--- src/rtl/pwm_pkg.sv ---
`default_nettype none
// +-----------------------------------------------------------------------+
// | pwm_pkg : shared width default and saturating duty step helper        |
// | Revision: 1.0                                                         |
// +-----------------------------------------------------------------------+
package pwm_pkg;

  localparam int PWM_WIDTH_DEF = 3;

  // Saturating +/-1 within [0, 2^width-1]; simultaneous inc and dec cancel.
  function automatic logic [31:0] sat_step(
    input logic [31:0] val,
    input logic        inc,
    input logic        dec,
    input int          width
  );
    logic [31:0] max_val;
    max_val  = (32'd1 << width) - 32'd1;
    sat_step = val;
    if (inc && !dec && (val < max_val)) begin
      sat_step = val + 32'd1;
    end else if (dec && !inc && (val != 32'd0)) begin
      sat_step = val - 32'd1;
    end
  endfunction

endpackage
`default_nettype wire

--- src/rtl/pwm_if.sv ---
`default_nettype none
// +-----------------------------------------------------------------------+
// | pwm_if : control and output signals of the PWM generator              |
// | Revision: 1.0                                                         |
// +-----------------------------------------------------------------------+
interface pwm_if
  import pwm_pkg::*;
#(
  parameter int WIDTH = PWM_WIDTH_DEF
) ();

  logic             en;
  logic             duty_inc;
  logic             duty_dec;
  logic [WIDTH-1:0] duty;
  logic             PWM_out;

  modport master (
    output en,
    output duty_inc,
    output duty_dec,
    output duty,
    input  PWM_out
  );

  modport slave (
    input  en,
    input  duty_inc,
    input  duty_dec,
    input  duty,
    output PWM_out
  );

endinterface
`default_nettype wire

--- src/rtl/pwm_step_ctrl.sv ---
`default_nettype none
// +-----------------------------------------------------------------------+
// | pwm_step_ctrl : duty register with initial load and saturating step.  |
// | PWM_EDGE_DETECT_EN selects rising-edge inc/dec instead of level.      |
// | Revision: 1.0                                                         |
// +-----------------------------------------------------------------------+
module pwm_step_ctrl
  import pwm_pkg::*;
#(
  parameter int WIDTH = PWM_WIDTH_DEF
) (
  input  logic             clk,
  input  logic             rst,
  input  logic             loaded,
  input  logic [WIDTH-1:0] duty_init,
  input  logic             inc_req,
  input  logic             dec_req,
  output logic [WIDTH-1:0] duty_cycle
);

  logic             inc_act;
  logic             dec_act;
  logic [WIDTH-1:0] duty_cycle_d;
  logic [WIDTH-1:0] duty_cycle_q;

`ifdef PWM_EDGE_DETECT_EN
  logic inc_d;
  logic dec_d;
  logic inc_q;
  logic dec_q;

  always_comb begin
    inc_d   = inc_req;
    dec_d   = dec_req;
    inc_act = inc_req & ~inc_q;
    dec_act = dec_req & ~dec_q;
  end

  always_ff @(posedge clk or negedge rst) begin
    if (!rst) begin
      inc_q <= 1'b0;
      dec_q <= 1'b0;
    end else begin
      inc_q <= inc_d;
      dec_q <= dec_d;
    end
  end
`else
  always_comb begin
    inc_act = inc_req;
    dec_act = dec_req;
  end
`endif

  // Until the first post-reset edge the register takes the external value.
  always_comb begin
    duty_cycle_d = duty_cycle_q;
    if (!loaded) begin
      duty_cycle_d = duty_init;
    end else begin
      duty_cycle_d = WIDTH'(sat_step(32'(duty_cycle_q), inc_act, dec_act, WIDTH));
    end
  end

  always_ff @(posedge clk or negedge rst) begin
    if (!rst) begin
      duty_cycle_q <= '0;
    end else begin
      duty_cycle_q <= duty_cycle_d;
    end
  end

  assign duty_cycle = duty_cycle_q;

endmodule
`default_nettype wire

--- src/rtl/pwm.sv ---
`default_nettype none
// +-----------------------------------------------------------------------+
// | pwm : fixed 2^WIDTH-clock frame PWM with adjustable duty register.    |
// | Build option PWM_EDGE_DETECT_EN: edge-triggered duty inc/dec.         |
// | Revision: 1.0                                                         |
// +-----------------------------------------------------------------------+
module pwm
  import pwm_pkg::*;
#(
  parameter int WIDTH = PWM_WIDTH_DEF
) (
  input  logic clk,
  input  logic rst,
  pwm_if.slave bus
);

  logic [WIDTH-1:0] counter_d;
  logic [WIDTH-1:0] counter_q;
  logic             loaded_d;
  logic             loaded_q;
  logic             pwm_out_d;
  logic             pwm_out_q;
  logic [WIDTH-1:0] duty_cycle;

  pwm_step_ctrl #(
    .WIDTH (WIDTH)
  ) u_step_ctrl (
    .clk        (clk),
    .rst        (rst),
    .loaded     (loaded_q),
    .duty_init  (bus.duty),
    .inc_req    (bus.duty_inc),
    .dec_req    (bus.duty_dec),
    .duty_cycle (duty_cycle)
  );

  // Counter wraps naturally at 2^WIDTH; the frame is never restarted on duty change.
  always_comb begin
    counter_d = counter_q;
    if (bus.en) begin
      counter_d = counter_q + WIDTH'(1);
    end
    loaded_d  = 1'b1;
    pwm_out_d = bus.en & loaded_q & (counter_q < duty_cycle);
  end

  always_ff @(posedge clk or negedge rst) begin
    if (!rst) begin
      counter_q <= '0;
      loaded_q  <= 1'b0;
      pwm_out_q <= 1'b0;
    end else begin
      counter_q <= counter_d;
      loaded_q  <= loaded_d;
      pwm_out_q <= pwm_out_d;
    end
  end

  assign bus.PWM_out = pwm_out_q;

endmodule
`default_nettype wire

--- src/flat_wrapper.sv ---
// flat-port wrapper written by rule: the top's interface ports become plain ports
module pwm_flat import pwm_pkg::*;
#(
  parameter int WIDTH = PWM_WIDTH_DEF
)
  (clk, rst, bus_en, bus_duty_inc, bus_duty_dec, bus_duty, bus_PWM_out);
  pwm_if #(.WIDTH(WIDTH)) bus_i ();
  input  logic clk;
  input  logic rst;
  input wire logic [$bits(bus_i.en)-1:0] bus_en;
  input wire logic [$bits(bus_i.duty_inc)-1:0] bus_duty_inc;
  input wire logic [$bits(bus_i.duty_dec)-1:0] bus_duty_dec;
  input wire logic [$bits(bus_i.duty)-1:0] bus_duty;
  output wire logic [$bits(bus_i.PWM_out)-1:0] bus_PWM_out;
  assign bus_i.en = bus_en;
  assign bus_i.duty_inc = bus_duty_inc;
  assign bus_i.duty_dec = bus_duty_dec;
  assign bus_i.duty = bus_duty;
  assign bus_PWM_out = bus_i.PWM_out;
  pwm #(.WIDTH(WIDTH)) u_core (.clk(clk), .rst(rst), .bus(bus_i));
endmodule
--- config.mk ---
export PLATFORM = sky130hd
export DESIGN_NAME = pwm_flat
export DESIGN_NICKNAME = d
export VERILOG_FILES = /design/src/rtl/pwm_pkg.sv /design/src/rtl/pwm_if.sv /design/src/rtl/pwm_step_ctrl.sv /design/src/rtl/pwm.sv /design/src/flat_wrapper.sv
export SDC_FILE = /design/constraint.sdc
export NUM_CORES = 1
export LEC_CHECK = 0
export CAP_MARGIN = 0
export CORE_AREA = 2 2 39 41
export CTS_CLUSTER_DIAMETER = 40
export DETAILED_ROUTE_END_ITERATION = 10
export DIE_AREA = 0 0 41 43
export HOLD_SLACK_MARGIN = 0.05
export PLACE_DENSITY = 0.64
export SETUP_SLACK_MARGIN = 0.2
export SYNTH_ARGS = -nofsm -noshare
export SYNTH_HDL_FRONTEND = slang
export SYNTH_SLANG_ARGS = --single-unit
--- constraint.sdc ---
create_clock -name clk -period 2.1 [get_ports clk]
set_input_delay 0.525 -clock clk [delete_from_list [all_inputs] [get_ports clk]]
set_output_delay 0.525 -clock clk [all_outputs]
set_load 0.01 [all_outputs]
# Yosys cells after proc, flatten, opt, wreduce, memory -nomap -nowiden
# Index checks and enable logic that the tools add are counted.
# op_classes
addsub,3
order_cmp,2
n_eq_ne,1
muxes,3
bitwise_logic,2
n_reduce_logical,7
# ops
cell,count
two-way mux 3 bit,3
adder 3 x 1 -> 3 bit (second input constant),2
logical AND 1 bit,4
< comparator 3 bit,1
< comparator 3 bit (second input constant),1
inequality test 3 bit (second input constant),1
nonzero test 3 bit,1
subtractor 3 x 1 -> 3 bit (second input constant),1
AND 1 bit,2
zero test 1 bit,2
# word_totals
reg_bits,8
output_inout_bits,1
word_cells,22

# Longest topological paths before layout
# logic_depth
word_depth,6
depth_mapped,6
depth_no_buf,6

# Hierarchy
# Synthesis repeated with hierarchy kept, for this count alone.
# hier_totals
hier_cells,42
hier_area_um2,475.5
# by_module_without_submodules
mod,n_inst,cells_each,area_each_um2
pwm,1,19,240.2
pwm_step_ctrl,1,23,235.2

# Worst setup path after synthesis
# No wires, ideal clock.
# synth_timing
path_kind,input -> register
start,input port bus_duty_dec
end,register u_core.u_step_ctrl.duty_cycle_q[2] (netlist: u_core.u_step_ctrl.duty_cycle[2])
arrival_ns,1.746
t_required_ns,2.037
slack_ns,0.290
stages,6
path_cell_list,nand2b_1 > or2_2 > fa_1 > nand2b_1 > mux2i_1 > o22a_2
# synth_via
elab_chain_len,5
# synth_rtl
item,line_no,rtl
"start, declared",flat_wrapper.sv:12,input wire logic [$bits(bus_i.duty_dec)-1:0] bus_duty_dec;
zero test 1 bit,pwm_pkg.sv:20,if (inc && !dec && (val < max_val)) begin
logical AND 1 bit (2 in a row),pwm_pkg.sv:20,
two-way mux 3 bit,pwm_pkg.sv:20,
two-way mux 3 bit,pwm_step_ctrl.sv:58,if (!loaded) begin
"end signal, assigned",pwm_step_ctrl.sv:69,duty_cycle_q <= duty_cycle_d;
"end, declared",pwm_step_ctrl.sv:24,logic [WIDTH-1:0] duty_cycle_q;
# Parallel ways exist; a longest one is shown, timed or not.
# A chain may end at the register's enable or synchronous reset.

# Worst setup path in the final report
# layout_timing
start,register u_core.u_step_ctrl.duty_cycle_q[0] (netlist: u_core.u_step_ctrl.duty_cycle[0])
end,register u_core.u_step_ctrl.duty_cycle_q[2] (netlist: u_core.u_step_ctrl.duty_cycle[2])
# layout_via
elab_chain_len,4
# layout_rtl
item,line_no
subtractor 3 x 1 -> 3 bit or < comparator 3 bit (tied branches),"pwm_pkg.sv:23, pwm_pkg.sv:20"
two-way mux 3 bit or logical AND 1 bit (tied branches),"pwm_pkg.sv:22, pwm_pkg.sv:20"
two-way mux 3 bit,pwm_pkg.sv:20
two-way mux 3 bit,pwm_step_ctrl.sv:58
# Parallel ways exist; a longest one is shown, timed or not. The select of a mux whose other input is x is not followed.

==> results.json <==
{
  "status": "finished, final reports clean",
  "yosys_register_bits": 8,
  "vias_in_the_first_global_route": 323,
  "boundaryPins": 9,
  "ir_drop_v": 0.000477,
  "cell_internal_pwr_w": 0.000399,
  "layout.area.seq_um2": 200,
  "numPortBuffers": 8,
  "ctsRootBufferMaster": "sky130_fd_sc_hd__clkbuf_4",
  "ys_async_sr_fraction_pct": 100,
  "route.detailed.wl_per_inst_um": 10.6,
  "initial_drt_pass_iterations": 3,
  "switching_share_pct": 32.3,
  "number_of_inserted_diodes": 0,
  "die_area_um2": 1760,
  "vias": 346,
  "grt_max_degree": 9,
  "rsz0062_at_grt": "false",
  "cts_htree_levels": 1,
  "core.rowCount": 14,
  "post-layout-total-power_w": 0.000589,
  "die_height_um": 43,
  "data_required_time_at_the_worst_endpoint_ns": 2.29,
  "number_of_filler_cells_placed_in_the_layout": 140,
  "final.period_utilization_pct": 84.3,
  "drv.max_cap_violation_count": 0,
  "wire_length_of_the_first_global_routing_pass_um": 1280,
  "critPathMaxFanout": 5,
  "max_freq_mhz": 565,
  "synth_enable_flop_cells": 0,
  "syn_inst": 44,
  "worst_path_class_setup": "reg -> reg",
  "final_cell_area_um2": 621,
  "crit_start": "u_core.u_step_ctrl.duty_cycle[0]",
  "hpwl_um": 574,
  "worst_r2r_endpoint": "u_core.u_step_ctrl.duty_cycle[2]",
  "cts.clk_slew.worst_paths_ns": 0.05,
  "worst_setup_path_start_kind": "register",
  "critPathCapture": "u_core.u_step_ctrl.duty_cycle[2]",
  "leakagePower_nw": 0.292,
  "antenna_found_initial": 0,
  "endpoint_kind": "register",
  "timing_hold_violations_final": 0,
  "avgViaCountPerCell": 4.74,
  "clkPwrFrac_pct": 19.6,
  "floorplan.core_area_um2": 1380,
  "r2r_start": "u_core.u_step_ctrl.duty_cycle[0]",
  "detail_route.iter0.violations": 9,
  "overflow_left_after_global_routing": 0,
  "final_layout_size_suffix_gt1_share_pct": 22.8,
  "final_util_pct": 44.8,
  "postSynthNetCount": 56,
  "layout_nets": 71,
  "post_synthesis_sequential_area_ratio_pct": 42.4,
  "power.density_cell_area_nw_per_um2": 949,
  "period_needed_ns": 1.77,
  "ctsLongestPathBuffers": 2,
  "power.net_switching_w": 0.000190,
  "worst_skew_pair.late_latency_ns": 0.25,
  "area_delta_synth_final_pct": 31.6,
  "critical_path_arrival_ns": 1.96,
  "share_seq_of_total_power_pct": 44.4,
  "drc": 0,
  "final_setup_violations": 0,
  "placer_congestion": 0.662,
  "cts_sinks": 8,
  "ff2ff_setup_slack_ns": 0.33,
  "detail-route-antenna-nets": 0,
  "drt-total-wl_um": 771,
  "synth_flop_cell": "sky130_fd_sc_hd__dfrtp_1",
  "worstRegToRegCells": 6,
  "worstHoldPathType": "reg -> reg",
  "p_comb_share_pct": 36.0,
  "tritoncts_clock_tree": "yes",
  "synth.cell_area_um2": 472,
  "footprint_of_the_multi_input_gates_um2": 259,
  "synthDistinctLibCells": 24,
  "drv_slew": 0,
  "floorplan.die.width_um": 41,
  "gr-usage-all-layers_pct": 11.0,
  "synthesis.area_per_instance_um2": 10.7,
  "synth_warnings": 0,
  "placement.cell_area_um2": 591,
  "tritoncts.num_buffers": 3,
  "worst_clock_skew_ns": 0.00260,
  "start_util_pct": 34.1
}
==> cell usage after synthesis (all sizes together) (2+ instances only) <==
master / number / area, um^2
o21ai: 2 / 10.0
inv: 5 / 18.8
ha: 3 / 37.5
nand2b: 3 / 18.8
mux2i: 3 / 30.0
dfrtp: 8 / 200
nand2: 3 / 11.3
==> what timing repair did <==
item	4_1_cts	5_1_grt
setup buffers	0	0
hold buffers	0	0
resized for setup	4	0
hold endpoints to repair	0	0
setup endpoints to repair	2	0
==> worst min-delay path by stage <==
| stage | start | end | cells past startpoint | slack [ns] |
|---|---|---|---|---|
| after floorplan | rst | u_core.bus.PWM_out | 0 | 0.23 |
| after detailed placement | u_core.counter_q[2] | u_core.counter_q[2] | 1 | 0.47 |
| after global routing | u_core.counter_q[0] | u_core.counter_q[0] | 1 | 0.51 |
| after global placement | u_core.counter_q[2] | u_core.counter_q[2] | 1 | 0.47 |
| final | u_core.counter_q[2] | u_core.counter_q[2] | 1 | 0.47 |
| after CTS | u_core.counter_q[2] | u_core.counter_q[2] | 1 | 0.48 |
==> state kept, by name, indices dropped and copies added (netlist names) <==
signal / flops
u_core.bus.PWM_out: 1
u_core.counter_q: 3
u_core.loaded_q: 1
u_core.u_step_ctrl.duty_cycle: 3
==> per-stage QoR <==
step	cells	TNS (ns)	setup WS [ns]	hold slack [ns]
6_report	73	0	0.330	0.472
5_1_grt	73	0	0.238	0.511
4_1_cts	73	0	0.321	0.478
3_5_place_dp	70	-0.242	-0.167	0.471
3_3_place_gp	70	-0.225	-0.162	0.470
2_1_floorplan	44	0	0.290	0.229
==> routing by layer <==
layer / GRT usage, % / share of wire (%)
met3: 3.14 / 2.7
met4: 8.00 / 0
met1: 13.0 / 50
met5: 0 / 0
met2: 15.9 / 47
==> critical path: stages, from the launching register on <==
cell                       delay, ns
sky130_fd_sc_hd__dfrtp_1        0.44
sky130_fd_sc_hd__and3_4         0.21
sky130_fd_sc_hd__or2_2          0.30
sky130_fd_sc_hd__fa_2           0.34
sky130_fd_sc_hd__nand2b_1       0.15
sky130_fd_sc_hd__mux2i_1        0.14
sky130_fd_sc_hd__o22a_2         0.14
==> cells in the final DEF, fill, tap and decap left out, drive strengths merged, types with 2 or more instances in the layout <==
cell type and count:
nand2 3, inv 5, dlygate4sd2 2, nand2b 3
clkdlybuf4s50 6, clkbuf 3, mux2i 3, o21ai 2
dfrtp 8, ha 3, buf 3
==> kinds of logic (layout without fill, tap and decap cells) <==
logic type	after synthesis	count (layout)	synth area share (%)
compound gates	10	10	16.4
xor+xnor	2	2	3.71
flops	8	8	42.4
mux	4	4	8.75
fa+ha+maj	4	4	12.2
other cells	1	1	0.795
buf+inv	6	19	4.77
simple gates	9	9	10.9
==> power groups by stage <==
stage                     Sequential [W]  Combinational (W)  Clock (W)
after CTS                       0.000262           0.000216   0.000121
final                           0.000261           0.000212   0.000115
after floorplan                 0.000252           0.000154          0
after global placement          0.000263           0.000207          0
after detailed placement        0.000264           0.000210          0
after global routing            0.000271           0.000247   0.000130
==> final cells by class <==
type	instances	area share, %
Sequential cell	8	32.3
Tap cell	16	3.23
Clock buffer	3	3.63
Multi-Input combinational cell	30	41.7
Inverter	5	3.02
Timing Repair Buffer	11	16.1
Note: power is estimated with default switching activity, not from simulation.
